<file path="src/rtl/neuron_train_sequencer_pkg.sv">
// Shared types for the neuron training sequencer: value formats, the sample
// record, the sequencer state enum and the unsigned distance helper.
package neuron_train_sequencer_pkg;

   localparam int ZW    = 8;
   localparam int N_DEF = 16;

   typedef logic        [ZW-1:0] zero2one_t;
   typedef logic signed [ZW-1:0] frac_t;

   typedef struct packed {
      zero2one_t [N_DEF-1:0] in;
      zero2one_t             exp;
   } sample_t;

   typedef enum logic [1:0] {
      IDLE,
      SETTLE,
      EVAL,
      DONE
   } train_state_t;

   function automatic zero2one_t absdiff_z2o(input zero2one_t a, input zero2one_t b);
      return (a >= b) ? zero2one_t'(a - b) : zero2one_t'(b - a);
   endfunction

endpackage

</file>
<file path="src/rtl/neuron_train_sequencer_if.sv">
// Valid/ready sample stream feeding the training sequencer.
interface neuron_train_sequencer_if
   import neuron_train_sequencer_pkg::*;
#(
   parameter int N = 16
);
   logic                  s_valid;
   logic                  s_ready;
   zero2one_t [N-1:0]     s_in;
   zero2one_t             s_expected;

   modport master (output s_valid, output s_in, output s_expected, input s_ready);
   modport slave  (input s_valid, input s_in, input s_expected, output s_ready);
endinterface

</file>
<file path="src/rtl/neuron_train_sequencer_sample_buffer.sv">
// Linear sample store: fills from entry 0 upwards, never wraps, and is
// emptied only by clear or reset. Read port is a plain indexed mux.
module neuron_train_sequencer_sample_buffer
   import neuron_train_sequencer_pkg::*;
#(
   parameter int N     = 16,
   parameter int DEPTH = 8,
   parameter int CW    = $clog2(DEPTH + 1),
   parameter int PW    = (DEPTH > 1) ? $clog2(DEPTH) : 1
) (
   input  logic              clk,
   input  logic              rst_n,
   input  logic              clear,
   input  logic              wr_en,
   input  zero2one_t [N-1:0] wr_in,
   input  zero2one_t         wr_exp,
   input  logic [PW-1:0]     rd_idx,
   output zero2one_t [N-1:0] rd_in,
   output zero2one_t         rd_exp,
   output logic [CW-1:0]     count,
   output logic              full
);

   zero2one_t [N-1:0] buf_in  [DEPTH];
   zero2one_t         buf_exp [DEPTH];
   logic [PW-1:0]     wr_ptr;
   logic              do_write;

   assign full     = (count == CW'(DEPTH));
   assign do_write = wr_en && !full && !clear;
   assign rd_in    = buf_in[rd_idx];
   assign rd_exp   = buf_exp[rd_idx];

   // Occupancy and write pointer; clear empties the store in one cycle.
   always_ff @(posedge clk or negedge rst_n) begin
      if (!rst_n) begin
         wr_ptr <= '0;
         count  <= '0;
      end else if (clear) begin
         wr_ptr <= '0;
         count  <= '0;
      end else if (do_write) begin
         wr_ptr <= wr_ptr + PW'(1);
         count  <= count + CW'(1);
      end
   end

   // Sample storage; contents are only meaningful below count, so no reset.
   always_ff @(posedge clk) begin
      if (do_write) begin
         buf_in[wr_ptr]  <= wr_in;
         buf_exp[wr_ptr] <= wr_exp;
      end
   end

endmodule

</file>
<file path="src/rtl/neuron_train_sequencer.sv">
// Buffers training samples and replays them to the learning neuron: each
// sample is held SETTLE_CYC cycles with valid low, then evaluated for one
// cycle while the absolute error is accumulated per epoch.
module neuron_train_sequencer
   import neuron_train_sequencer_pkg::*;
#(
   parameter int N          = 16,
   parameter int DEPTH      = 8,
   parameter int SETTLE_CYC = 4,
   parameter int EPOCHS     = 16,
   parameter int ERR_TOL    = 0,
   parameter int ERRW       = ZW + $clog2(DEPTH) + 1
) (
   input  logic                         clk,
   input  logic                         rst_n,
   neuron_train_sequencer_if.slave      s_bus,
   input  logic                         start,
   input  logic                         clear,
   output logic                         busy,
   output logic                         done,
   output logic                         epoch_done,
   output logic [$clog2(EPOCHS+1)-1:0]  epoch_cnt,
   output logic [ERRW-1:0]              epoch_err,
   output logic                         n_valid,
   output logic                         n_learn,
   output zero2one_t [N-1:0]            n_in,
   output zero2one_t                    n_expected,
   input  zero2one_t                    n_out
);

   localparam int CW = $clog2(DEPTH + 1);
   localparam int PW = (DEPTH > 1) ? $clog2(DEPTH) : 1;
   localparam int EW = $clog2(EPOCHS + 1);
   localparam int SW = $clog2(SETTLE_CYC + 1);

   train_state_t      state, state_next;
   logic [SW-1:0]     settle_cnt;
   logic [PW-1:0]     rd_idx;
   logic [ERRW-1:0]   acc;
   logic [CW-1:0]     count;
   logic              full;
   zero2one_t [N-1:0] rd_in;
   zero2one_t         rd_exp;
   logic              accept;
   logic              start_empty;
   logic              settle_last;
   logic              last_sample;
   logic              stop_now;
   logic              replaying;
   zero2one_t         term;
   logic [ERRW-1:0]   new_err;

   neuron_train_sequencer_sample_buffer #(.N(N), .DEPTH(DEPTH)) u_buf (
      .clk    (clk),
      .rst_n  (rst_n),
      .clear  (clear),
      .wr_en  (accept),
      .wr_in  (s_bus.s_in),
      .wr_exp (s_bus.s_expected),
      .rd_idx (rd_idx),
      .rd_in  (rd_in),
      .rd_exp (rd_exp),
      .count  (count),
      .full   (full)
   );

   assign s_bus.s_ready = (state == IDLE) && !full;
   assign accept        = s_bus.s_valid && s_bus.s_ready;
   assign start_empty   = (count == '0) && !accept;
   assign settle_last   = (settle_cnt == SW'(SETTLE_CYC - 1));
   assign last_sample   = (CW'(rd_idx) == count - CW'(1));
   assign term          = absdiff_z2o(n_out, rd_exp);
   assign new_err       = acc + ERRW'(term);
   assign stop_now      = (new_err <= ERRW'(ERR_TOL)) || (epoch_cnt == EW'(EPOCHS - 1));
   assign replaying     = (state == SETTLE) || (state == EVAL);
   assign n_in          = replaying ? rd_in : '0;
   assign n_expected    = replaying ? rd_exp : '0;

   // State register.
   always_ff @(posedge clk or negedge rst_n) begin
      if (!rst_n) state <= IDLE;
      else        state <= state_next;
   end

   // Next-state selection and the neuron/status controls decoded from state.
   always_comb begin
      state_next = state;
      n_valid    = 1'b1;
      n_learn    = 1'b0;
      busy       = 1'b0;
      done       = 1'b0;
      case (state)
         IDLE: begin
            if (start) state_next = start_empty ? DONE : SETTLE;
         end
         SETTLE: begin
            n_valid = 1'b0;
            n_learn = 1'b1;
            busy    = 1'b1;
            if (settle_last) state_next = EVAL;
         end
         EVAL: begin
            n_learn    = 1'b1;
            busy       = 1'b1;
            state_next = (last_sample && stop_now) ? DONE : SETTLE;
         end
         DONE: begin
            done = 1'b1;
            if (start) state_next = (count == '0) ? DONE : SETTLE;
         end
         default: state_next = IDLE;
      endcase
      if (clear) state_next = IDLE;
   end

   // Replay index, settle timer, error accumulation and epoch bookkeeping.
   always_ff @(posedge clk or negedge rst_n) begin
      if (!rst_n) begin
         settle_cnt <= '0;
         rd_idx     <= '0;
         acc        <= '0;
         epoch_err  <= '0;
         epoch_cnt  <= '0;
         epoch_done <= 1'b0;
      end else begin
         epoch_done <= 1'b0;
         if (clear) begin
            settle_cnt <= '0;
            rd_idx     <= '0;
            acc        <= '0;
            epoch_err  <= '0;
            epoch_cnt  <= '0;
         end else begin
            case (state)
               IDLE, DONE: begin
                  if (start) begin
                     settle_cnt <= '0;
                     rd_idx     <= '0;
                     acc        <= '0;
                     epoch_err  <= '0;
                     epoch_cnt  <= '0;
                  end
               end
               SETTLE: begin
                  settle_cnt <= settle_last ? '0 : settle_cnt + SW'(1);
               end
               EVAL: begin
                  settle_cnt <= '0;
                  if (last_sample) begin
                     epoch_err  <= new_err;
                     epoch_cnt  <= epoch_cnt + EW'(1);
                     epoch_done <= 1'b1;
                     rd_idx     <= '0;
                     acc        <= '0;
                  end else begin
                     acc    <= new_err;
                     rd_idx <= rd_idx + PW'(1);
                  end
               end
               default: ;
            endcase
         end
      end
   end

endmodule

</file>
<file path="src/flat_wrapper.sv">
// flat-port wrapper written by rule: the top's interface ports become plain ports
module neuron_train_sequencer_flat import neuron_train_sequencer_pkg::*;
#(
   parameter int N          = 16,
   parameter int DEPTH      = 8,
   parameter int SETTLE_CYC = 4,
   parameter int EPOCHS     = 16,
   parameter int ERR_TOL    = 0,
   parameter int ERRW       = ZW + $clog2(DEPTH) + 1
)
  (clk, rst_n, start, clear, busy, done, epoch_done, epoch_cnt, epoch_err, n_valid, n_learn, n_in, n_expected, n_out, s_bus_s_valid, s_bus_s_in, s_bus_s_expected, s_bus_s_ready);
  neuron_train_sequencer_if #(.N(N)) s_bus_i ();
  input  logic clk;
  input  logic rst_n;
  input  logic start;
  input  logic clear;
  output logic busy;
  output logic done;
  output logic epoch_done;
  output logic [$clog2(EPOCHS+1)-1:0] epoch_cnt;
  output logic [ERRW-1:0] epoch_err;
  output logic n_valid;
  output logic n_learn;
  output zero2one_t [N-1:0] n_in;
  output zero2one_t n_expected;
  input  zero2one_t n_out;
  input wire logic [$bits(s_bus_i.s_valid)-1:0] s_bus_s_valid;
  input wire logic [$bits(s_bus_i.s_in)-1:0] s_bus_s_in;
  input wire logic [$bits(s_bus_i.s_expected)-1:0] s_bus_s_expected;
  output wire logic [$bits(s_bus_i.s_ready)-1:0] s_bus_s_ready;
  assign s_bus_i.s_valid = s_bus_s_valid;
  assign s_bus_i.s_in = s_bus_s_in;
  assign s_bus_i.s_expected = s_bus_s_expected;
  assign s_bus_s_ready = s_bus_i.s_ready;
  neuron_train_sequencer #(.N(N), .DEPTH(DEPTH), .SETTLE_CYC(SETTLE_CYC), .EPOCHS(EPOCHS), .ERR_TOL(ERR_TOL), .ERRW(ERRW)) u_core (.clk(clk), .rst_n(rst_n), .s_bus(s_bus_i), .start(start), .clear(clear), .busy(busy), .done(done), .epoch_done(epoch_done), .epoch_cnt(epoch_cnt), .epoch_err(epoch_err), .n_valid(n_valid), .n_learn(n_learn), .n_in(n_in), .n_expected(n_expected), .n_out(n_out));
endmodule
</file>
<file path="config.mk">
export PLATFORM = sky130hd
export DESIGN_NAME = neuron_train_sequencer_flat
export DESIGN_NICKNAME = d
export VERILOG_FILES = /design/src/rtl/neuron_train_sequencer_pkg.sv /design/src/rtl/neuron_train_sequencer_if.sv /design/src/rtl/neuron_train_sequencer_sample_buffer.sv /design/src/rtl/neuron_train_sequencer.sv /design/src/flat_wrapper.sv
export SDC_FILE = /design/constraint.sdc
export NUM_CORES = 1
export LEC_CHECK = 0
export CORE_MARGIN = 2
export CORE_UTILIZATION = 42
export CTS_CLUSTER_DIAMETER = 100
export DETAILED_ROUTE_END_ITERATION = 8
export SYNTH_ARGS = -nofsm -noshare
export SYNTH_HDL_FRONTEND = slang
export SYNTH_SLANG_ARGS = --single-unit
</file>
<file path="constraint.sdc">
create_clock -name clk -period 38.4 [get_ports clk]
set_clock_uncertainty 0.15 [all_clocks]
set_input_delay 5.76 -clock clk [delete_from_list [all_inputs] [get_ports clk]]
set_output_delay 5.76 -clock clk [all_outputs]
set_load 0.005 [all_outputs]
</file>
After elaboration in Yosys (flattened, before gate mapping)
Memories as Yosys holds them, arrays and structs flattened.
Cells that the tools add are included.
W data, S select, Z words.
{"block": "word_totals", "reg_bits": 45, "mem_bits_rw": 1088, "input_bits": 149, "output_inout_bits": 159, "wordCells": 95, "n_memories": 2}
{"name": "u_core.u_buf.buf_in", "depth": 8, "width": 128, "rd": 1, "rd_clocked_by_memory_dff": 0, "write_ports": 1, "line_no": "neuron_train_sequencer_sample_buffer.sv:24", "source": "zero2one_t [N-1:0] buf_in [DEPTH];"}
{"name": "u_core.u_buf.buf_exp", "depth": 8, "width": 8, "rd": 1, "rd_clocked_by_memory_dff": 0, "write_ports": 1, "line_no": "neuron_train_sequencer_sample_buffer.sv:25", "source": "zero2one_t buf_exp [DEPTH];"}
{"block": "op_classes", "addsub": 9, "order_cmp": 2, "eq_ne": 12, "n_mux": 41, "n_reduce_logical": 20}
{"operator": "$mux W128", "n": 1}
{"operator": "$mux W12", "n": 5}
{"operator": "$pmux W12 S2", "n": 2}
{"operator": "$mux W3", "n": 7}
{"operator": "$mux W8", "n": 2}
{"operator": "$sub A8 B8 Y8", "n": 2}
{"operator": "$mux W5", "n": 3}
{"operator": "$mux W2", "n": 7}
{"operator": "$add A12 B8 Y12", "n": 1}
{"operator": "$le A12 B1 Y1 const B", "n": 1}
{"operator": "$pmux W5 S2", "n": 1}
{"operator": "$add A3 B1 Y3 const B", "n": 3}
{"operator": "$ne A3 B3 Y1 const B", "n": 3}
{"operator": "$pmux W3 S3", "n": 1}
{"operator": "$ge A8 B8 Y1", "n": 1}
{"operator": "$mux W1", "n": 8}
{"operator": "$mux W4", "n": 2}
{"operator": "$pmux W2 S4", "n": 1}
{"operator": "$logic_and A1 B1 Y1", "n": 6}
{"operator": "$ne A3 B2 Y1 const B", "n": 2}
{"operator": "$pmux W3 S2", "n": 1}
{"operator": "$reduce_and A3 Y1", "n": 2}
{"operator": "$add A5 B1 Y5 const B", "n": 1}
{"operator": "$eq A5 B4 Y1 const B", "n": 1}
{"operator": "15 further kinds", "n": 20}

Longest topological paths before layout
Gate-level depths: netlist (run 1).
{"block": "depth", "ltp_word": 10, "mapped_depth": 23, "ltp_nobuf": 19}

Cells and area by module
A second synthesis (run 1) with hierarchy kept.
{"block": "hier_totals", "cells_unflattened": 2132, "hier_area_um2": 45298.4}
{"mod": "neuron_train_sequencer_sample_buffer", "n_inst": 1, "cells_each": 1624, "area_each_um2": 41155.7, "seq_area_each_um2": 32846.5}
{"mod": "neuron_train_sequencer", "n_inst": 1, "cells_each": 508, "area_each_um2": 4142.7, "seq_area_each_um2": 950.9}

Worst setup path after synthesis (run 1)
OpenSTA, ideal clock, no wires.
{"block": "synth_timing", "path_kind": "in2reg", "from": "input port clear", "to": "memory u_core.u_buf.buf_exp[0][0] (netlist name), enable pin", "setup_time_ps": 1012, "arrival_time_ps": 19974, "required_ps": 37238, "path_slack_ps": 17265, "cell_stages": 3, "path_buffers": 1, "cell_sequence": "clkbuf_1 -> nor2_1 -> nor4b_1"}
{"block": "synth_between", "elab_chain_len": 4}
{"element": "start, declared", "line_no": "flat_wrapper.sv:16", "source": "input logic clear;"}
{"element": "$logic_not A1 Y1", "line_no": "neuron_train_sequencer_sample_buffer.sv:30", "source": "assign do_write = wr_en && !full && !clear;"}
{"element": "$logic_and A1 B1 Y1", "line_no": "neuron_train_sequencer_sample_buffer.sv:30"}
{"element": "$mux W1", "line_no": "neuron_train_sequencer_sample_buffer.sv:50", "source": "if (do_write) begin"}
{"element": "$mux W1 (implied by the code)", "line_no": "neuron_train_sequencer_sample_buffer.sv:52", "source": "buf_exp[wr_ptr] <= wr_exp;"}
{"element": "end, declared", "line_no": "neuron_train_sequencer_sample_buffer.sv:25"}
No other way between the ends.

==> impl_metrics.py, run 1 <==
metrics = {
    "run": {
        "cap_viol_max_count": 0,
    },
    "timing": {
        "relSlewSlack_pct": 25.61,
        "final.setup.tns_ns": 0,
        "rsz0062_at_grt": "no",
        "worst_pin_slew_ns": 1.116,
        "fmax_mhz": 82.08,
        "setup-violations-final": 0,
        "setup_slack_ns": 26.22,
        "fin_crit_ns": 12.18,
        "finalCritPeriodShare_pct": 31.73,
        "final_max_slew_viol_count": 0,
        "hold_violations": 0,
    },
    "status": {
        "outcome": "finished, final reports clean",
    },
    "setup_path": {
        "end_kind": "primary output",
        "cp.arrival_ns": 6.27,
        "worstSetupPathType": "reg2out",
        "ff2ff_path_depth": 19,
        "reg2reg_to": "u_core.state[1]",
        "critical_path_required_ns": 32.49,
        "ff2ff_setup_slack_ns": 30.10,
        "critPathMaxFanout": 49,
        "worstSetupStartpointType": "flop",
        "crit_end": "n_in[17]",
        "timing.rr.start": "u_core.rd_idx[0]",
        "startpoint": "u_core.rd_idx[0]",
    },
    "synth": {
        "syn_avg_cell_area_sq_um": 21.17,
        "synth_edf_count": 1088,
        "ys.warnings.count": 0,
        "synth-async-reset-ratio_pct": 3.972,
        "yosysTopAreaCellShare_pct": 72.82,
        "synthCells": 2119,
        "synth_top_cell_by_area": "edfxtp_1",
        "synth-seq-cells": 1133,
        "syn_area_sq_um": 44870,
        "synth_nets": 2310,
        "ys.flop_type": "edfxtp_1",
        "synth_area_leaders": "edfxtp_1, mux4_2, mux2i_1",
        "ys_seq_area_share_pct": 75.33,
        "ys_top_cells_by_count": "edfxtp_1, mux4_2, nor2b_1, mux2i_1, clkbuf_1",
        "synth_cell_types": 68,
        "synthMostInstantiatedCell": "edfxtp_1",
    },
    "floorplanning": {
        "ios": 308,
        "die_h_um": 330.8,
        "start_util_pct": 42.50,
        "std_cell_rows": 119,
        "dieArea_sq_um": 109500,
        "core_sq_um": 105600,
        "fp.dieW_um": 330.8,
    },
    "clock_tree": {
        "ctsResizeCount": 0,
        "cts_tree": "yes",
        "h-tree-depth": 3,
        "cts_buffers": 114,
        "clockBufferDepth": 3,
        "cts_root_buf": "clkbuf_16",
        "cts.sinks": 1133,
        "cts_setup_buffers": 0,
        "clk_pin_slew_worst_paths_ns": 0.06,
        "ctsHoldBuffers": 0,
        "clkLatencyLatePin_ns": 0.70,
    },
    "power_and_ir_drop": {
        "peakVddDrop_v": 0.00004528,
        "powerDensity_nw_per_um2": 60.16,
        "leakagePower_nw": 16.47,
    },
    "drt": {
        "via_per_inst": 5.445,
        "drc_errors": 0,
        "wl_per_cell_um": 25.30,
        "drt-total-wl_um": 100300,
        "dr.pass1.iters": 5,
        "final_antenna_net_count": 0,
        "vias": 21600,
        "drt-initial-drc-count": 1380,
    },
    "cells_and_area": {
        "multi_input_area_sq_um": 10550,
        "nFillCells": 8391,
        "nets": 2663,
        "regArea_sq_um": 33810,
        "drive_above_1_share_pct": 19.39,
        "syn_to_final_growth_pct": 18.80,
        "final_core_util_pct": 50.49,
    },
    "global_routing": {
        "grt_pass1_wl_um": 148900,
        "grt-ovfl-total": 0,
        "grt_pass1_vias": 23100,
        "grt_usage_pct": 18.45,
        "grt_max_degree": 117,
        "antenna_found_initial": 8,
    },
    "placement": {
        "port_buffers": 307,
        "pre_cts_slack_ns": 26.61,
        "routabilityCongestion": 0.8321,
        "place_hpwl_um": 53960,
    },
    "hold_path": {
        "hold_class": "reg2reg",
        "hold_path_startpoint": "u_core.epoch_err[6]",
    },
}
==> where the power goes <==
part | switching (mW) | internal, mW
sequential | 0.0177 | 1.40
clock | 0.455 | 0.629
combinational | 0.342 | 0.360
==> cell families after synthesis <==
kind of cell / share of synthesized area [%]
buffers and inverters: 1.314
adders and majority gates: 1.221
muxes: 16.81
DFF: 75.33
and+or+nand+nor: 3.349
AOI/OAI and AO/OA: 1.489
xor gates and xnor gates: 0.4880
==> per-layer routing <==
metal | global-route usage [%] | routed length (um) | vias up
met2 | 31.13 | 51110 | 528
met1 | 24.59 | 41950 | 11550
met3 | 3.665 | 5501 | 119
met5 | 0 | 77 | -
li1 | - | - | 9382
met4 | 4.849 | 1710 | 12
==> sequential cells by signal, indices dropped and copies added (netlist names) <==
signal,cells
u_core.acc,12
u_core.epoch_cnt,5
u_core.epoch_done,1
u_core.epoch_err,12
u_core.rd_idx,3
u_core.settle_cnt,3
u_core.state,2
u_core.u_buf.buf_exp,64
u_core.u_buf.buf_in,1024
u_core.u_buf.count,4
u_core.u_buf.wr_ptr,3
==> worst min-delay path by stage <==
stage                           to  slack (ns)  cells past startpoint
3_3_place_gp   u_core.epoch_err[6]        0.32                      2
5_1_grt        u_core.epoch_err[6]        0.36                      2
6_report       u_core.epoch_err[6]        0.34                      2
3_5_place_dp   u_core.epoch_err[6]        0.33                      2
4_1_cts        u_core.epoch_err[6]        0.34                      2
2_1_floorplan        u_core.acc[7]        0.31                      2
==> worst max-delay path: stages, from the launching register on <==
cell and delay [ns]:
dfrtp_4 0.78, buf_4 0.59, buf_4 0.85, buf_4 0.88, buf_4 0.84, mux4_2 0.59
mux2i_1 0.32, nor2b_1 0.09, clkdlybuf4s50_1 0.48
==> stage by stage <==
stage | cell area, sq um | hold WS, ns | power, mW | cells
floorplan | 44870 | 0.3063 | 1.829 | 2119
global placement | 49630 | 0.3230 | 2.158 | 3747
detailed placement | 49630 | 0.3276 | 2.163 | 3747
CTS | 53290 | 0.3419 | 3.252 | 3964
global route | 53290 | 0.3566 | 3.348 | 3964
finish | 53300 | 0.3415 | 3.206 | 3966
==> placed cells by master, fill, tap and decap left out, types with 23 or more instances in the layout <==
cell type / n
clkbuf_1: 28
nor2_1: 28
o21ai_0: 27
dfrtp_1: 42
clkinv_1: 29
buf_4: 35
mux4_2: 272
clkbuf_16: 116
mux2i_1: 138
nand2_1: 41
clkdlybuf4s50_1: 306
ha_1: 38
edfxtp_1: 1088
inv_1: 37
clkinv_2: 23
nor2b_1: 142
==> area by class of cell <==
type                       count  share of cell area [%]
antenna                        2                0.009390
clock buffer                 145                   5.669
clock inverter                72                   1.216
inverter                      37                  0.2606
multi-input combinational    841                   19.79
sequential                  1133                   63.43
tap                         1391                   3.265
timing repair buffer         345                   6.362
(Power assumes the default switching activity.)
==> run 2: changes to the inputs <==
- clock period: 38.4 -> 12.2 ns (I/O delays scaled with it)
==> impl_metrics.py, run 2 (synthesis gave the netlist of run 1 again) <==
metrics = {
    "timing": {
        "finalCritPeriodShare_pct": 59.74,
        "hold_violations": 0,
        "final_max_slew_viol_count": 0,
        "hold_ws_ns": 0.3282,
        "rsz0062_at_grt": "no",
        "final.setup.tns_ns": 0,
        "worst_pin_slew_ns": 1.221,
        "setup-violations-final": 0,
        "relSlewSlack_pct": 18.57,
        "fin_crit_ns": 7.288,
        "fmax_mhz": 137.2,
    },
    "global_routing": {
        "grt_pass1_wl_um": 148700,
        "grt_usage_pct": 18.37,
        "grt_max_degree": 138,
        "antenna_found_initial": 9,
        "grt_pass1_vias": 22850,
        "grt-ovfl-total": 0,
    },
    "clock_tree": {
        "clockBufferDepth": 3,
        "clk_pin_slew_worst_paths_ns": 0.06,
        "h-tree-depth": 3,
        "ctsHoldBuffers": 0,
        "cts_setup_buffers": 0,
        "cts_root_buf": "clkbuf_16",
        "clkLatencyLatePin_ns": 0.69,
        "cts.sinks": 1133,
        "cts_tree": "yes",
        "ctsResizeCount": 0,
        "cts_buffers": 116,
    },
    "placement": {
        "routabilityCongestion": 0.8176,
        "port_buffers": 307,
        "place_hpwl_um": 54660,
    },
    "power_and_ir_drop": {
        "powerDensity_nw_per_um2": 193.3,
        "leakagePower_nw": 16.63,
        "combPwrFrac_pct": 21.3,
        "p_switching_mw": 2.609,
        "sw_frac_of_total_pct": 25.13,
        "clkPwrFrac_pct": 35.5,
        "sequentialPowerShare_pct": 43.2,
        "intPower_mw": 7.774,
        "peakVddDrop_v": 0.0001315,
        "power_mw": 10.38,
    },
    "floorplanning": {
        "fp.dieW_um": 330.8,
        "dieArea_sq_um": 109500,
        "die_h_um": 330.8,
        "core_sq_um": 105600,
        "ios": 308,
        "start_util_pct": 42.50,
        "std_cell_rows": 119,
    },
    "setup_path": {
        "cp_slowest_stage_delay_ns": 0.92,
        "worstSetupPathType": "reg2reg",
        "critical_path_required_ns": 12.63,
        "cp.arrival_ns": 7.72,
        "end_kind": "flop",
        "cp_cell_sequence": "buf_4, buf_4, mux4_2, mux2i_1, inv_1, ha_1, inv_1, o211a_1, o21ai_0, and3_1, a31o_2, xnor2_1, ha_1, or2_2, o211ai_1, mux2_1, a2111oi_2, nand3_1, o41ai_2",
        "critPathMaxFanout": 73,
        "crit_path_top_delay_cell": "buf_4",
        "crit_buf_inv": 4,
        "worstSetupStartpointType": "flop",
        "ff2ff_setup_slack_ns": 4.91,
        "cp_top_family": "buffers and inverters",
    },
    "drt": {
        "dr.pass1.iters": 7,
        "vias": 21530,
        "wl_per_cell_um": 25.35,
        "wl_met2_um": 51290,
        "wl_met1_um": 42030,
        "met3_length_um": 5522,
        "drc_errors": 0,
        "via_per_inst": 5.434,
        "drt-initial-drc-count": 1500,
        "final_antenna_net_count": 0,
        "top_layer": "met5",
        "drt-total-wl_um": 100500,
    },
    "run": {
        "cap_viol_max_count": 0,
    },
    "cells_and_area": {
        "final_core_util_pct": 50.87,
        "nets": 2670,
        "syn_to_final_growth_pct": 19.70,
        "final_cell_mix": "edfxtp_1, clkdlybuf4s50_1, mux4_2",
        "drive_above_1_share_pct": 20.46,
        "largest_reg_flops": 1024,
        "largestRegisters": "u_core.u_buf.buf_in: 1024 flops, u_core.u_buf.buf_exp: 64 flops",
        "top_register": "u_core.u_buf.buf_in",
        "final_common_cell": "edfxtp_1",
    },
    "hold_path": {
        "hold_class": "reg2reg",
    },
    "status": {
        "outcome": "finished, final reports clean",
    },
}
[run 2: metrics by stage]
step,setup slack [ns],cell area (sq um),instances
after floorplan,1.723,44890,2119
after global placement,5.244,49690,3752
after detailed placement,4.979,49690,3752
after CTS,4.963,53700,3962
after global routing,4.532,53700,3962
final,4.912,53700,3963
[run 2: layout make-up]
cell class / count / area (sq um)
multi-input combinational: 841 / 10580
clock inverter: 74 / 930.9
clock buffer: 136 / 3083
antenna: 1 / 2.502
fill: 8319 / 51860
tap: 1391 / 1740
inverter: 37 / 138.9
timing repair buffer: 350 / 3416
sequential: 1133 / 33810
[run 2: power groups by stage]
| stage | logic, mW | registers [mW] | clock network [mW] |
|---|---|---|---|
| 2_1_floorplan | 1.18 | 4.55 | 0 |
| 3_3_place_gp | 2.23 | 4.55 | 0 |
| 3_5_place_dp | 2.25 | 4.56 | 0 |
| 4_1_cts | 2.26 | 4.48 | 3.77 |
| 5_1_grt | 2.39 | 4.49 | 3.93 |
| 6_report | 2.21 | 4.48 | 3.69 |
[run 2: metal layers]
metal  GRT usage [%]  vias to the layer above
li1                -                     9380
met1           24.52                    11480
met2           31.22                      541
met3           3.623                      118
met4           4.259                       16
met5               0                        -
[run 2: final timing paths]
check                                     from                  end  cells after the start
max                           u_core.rd_idx[1]      u_core.state[1]                     19
min                        u_core.epoch_err[7]  u_core.epoch_err[7]                      2
max reg2reg                   u_core.rd_idx[1]      u_core.state[1]                     19
min reg2reg                u_core.epoch_err[7]  u_core.epoch_err[7]                      2
max in group asynchronous                rst_n     u_core.rd_idx[0]                      1
min in group asynchronous                rst_n  u_core.epoch_err[0]                      1
[run 2: tightest hold or removal path, stage by stage, from the launching register on]
cell and delay, ns:
dfrtp_1 0.34, nand2_1 0.05, o31ai_1 0.05
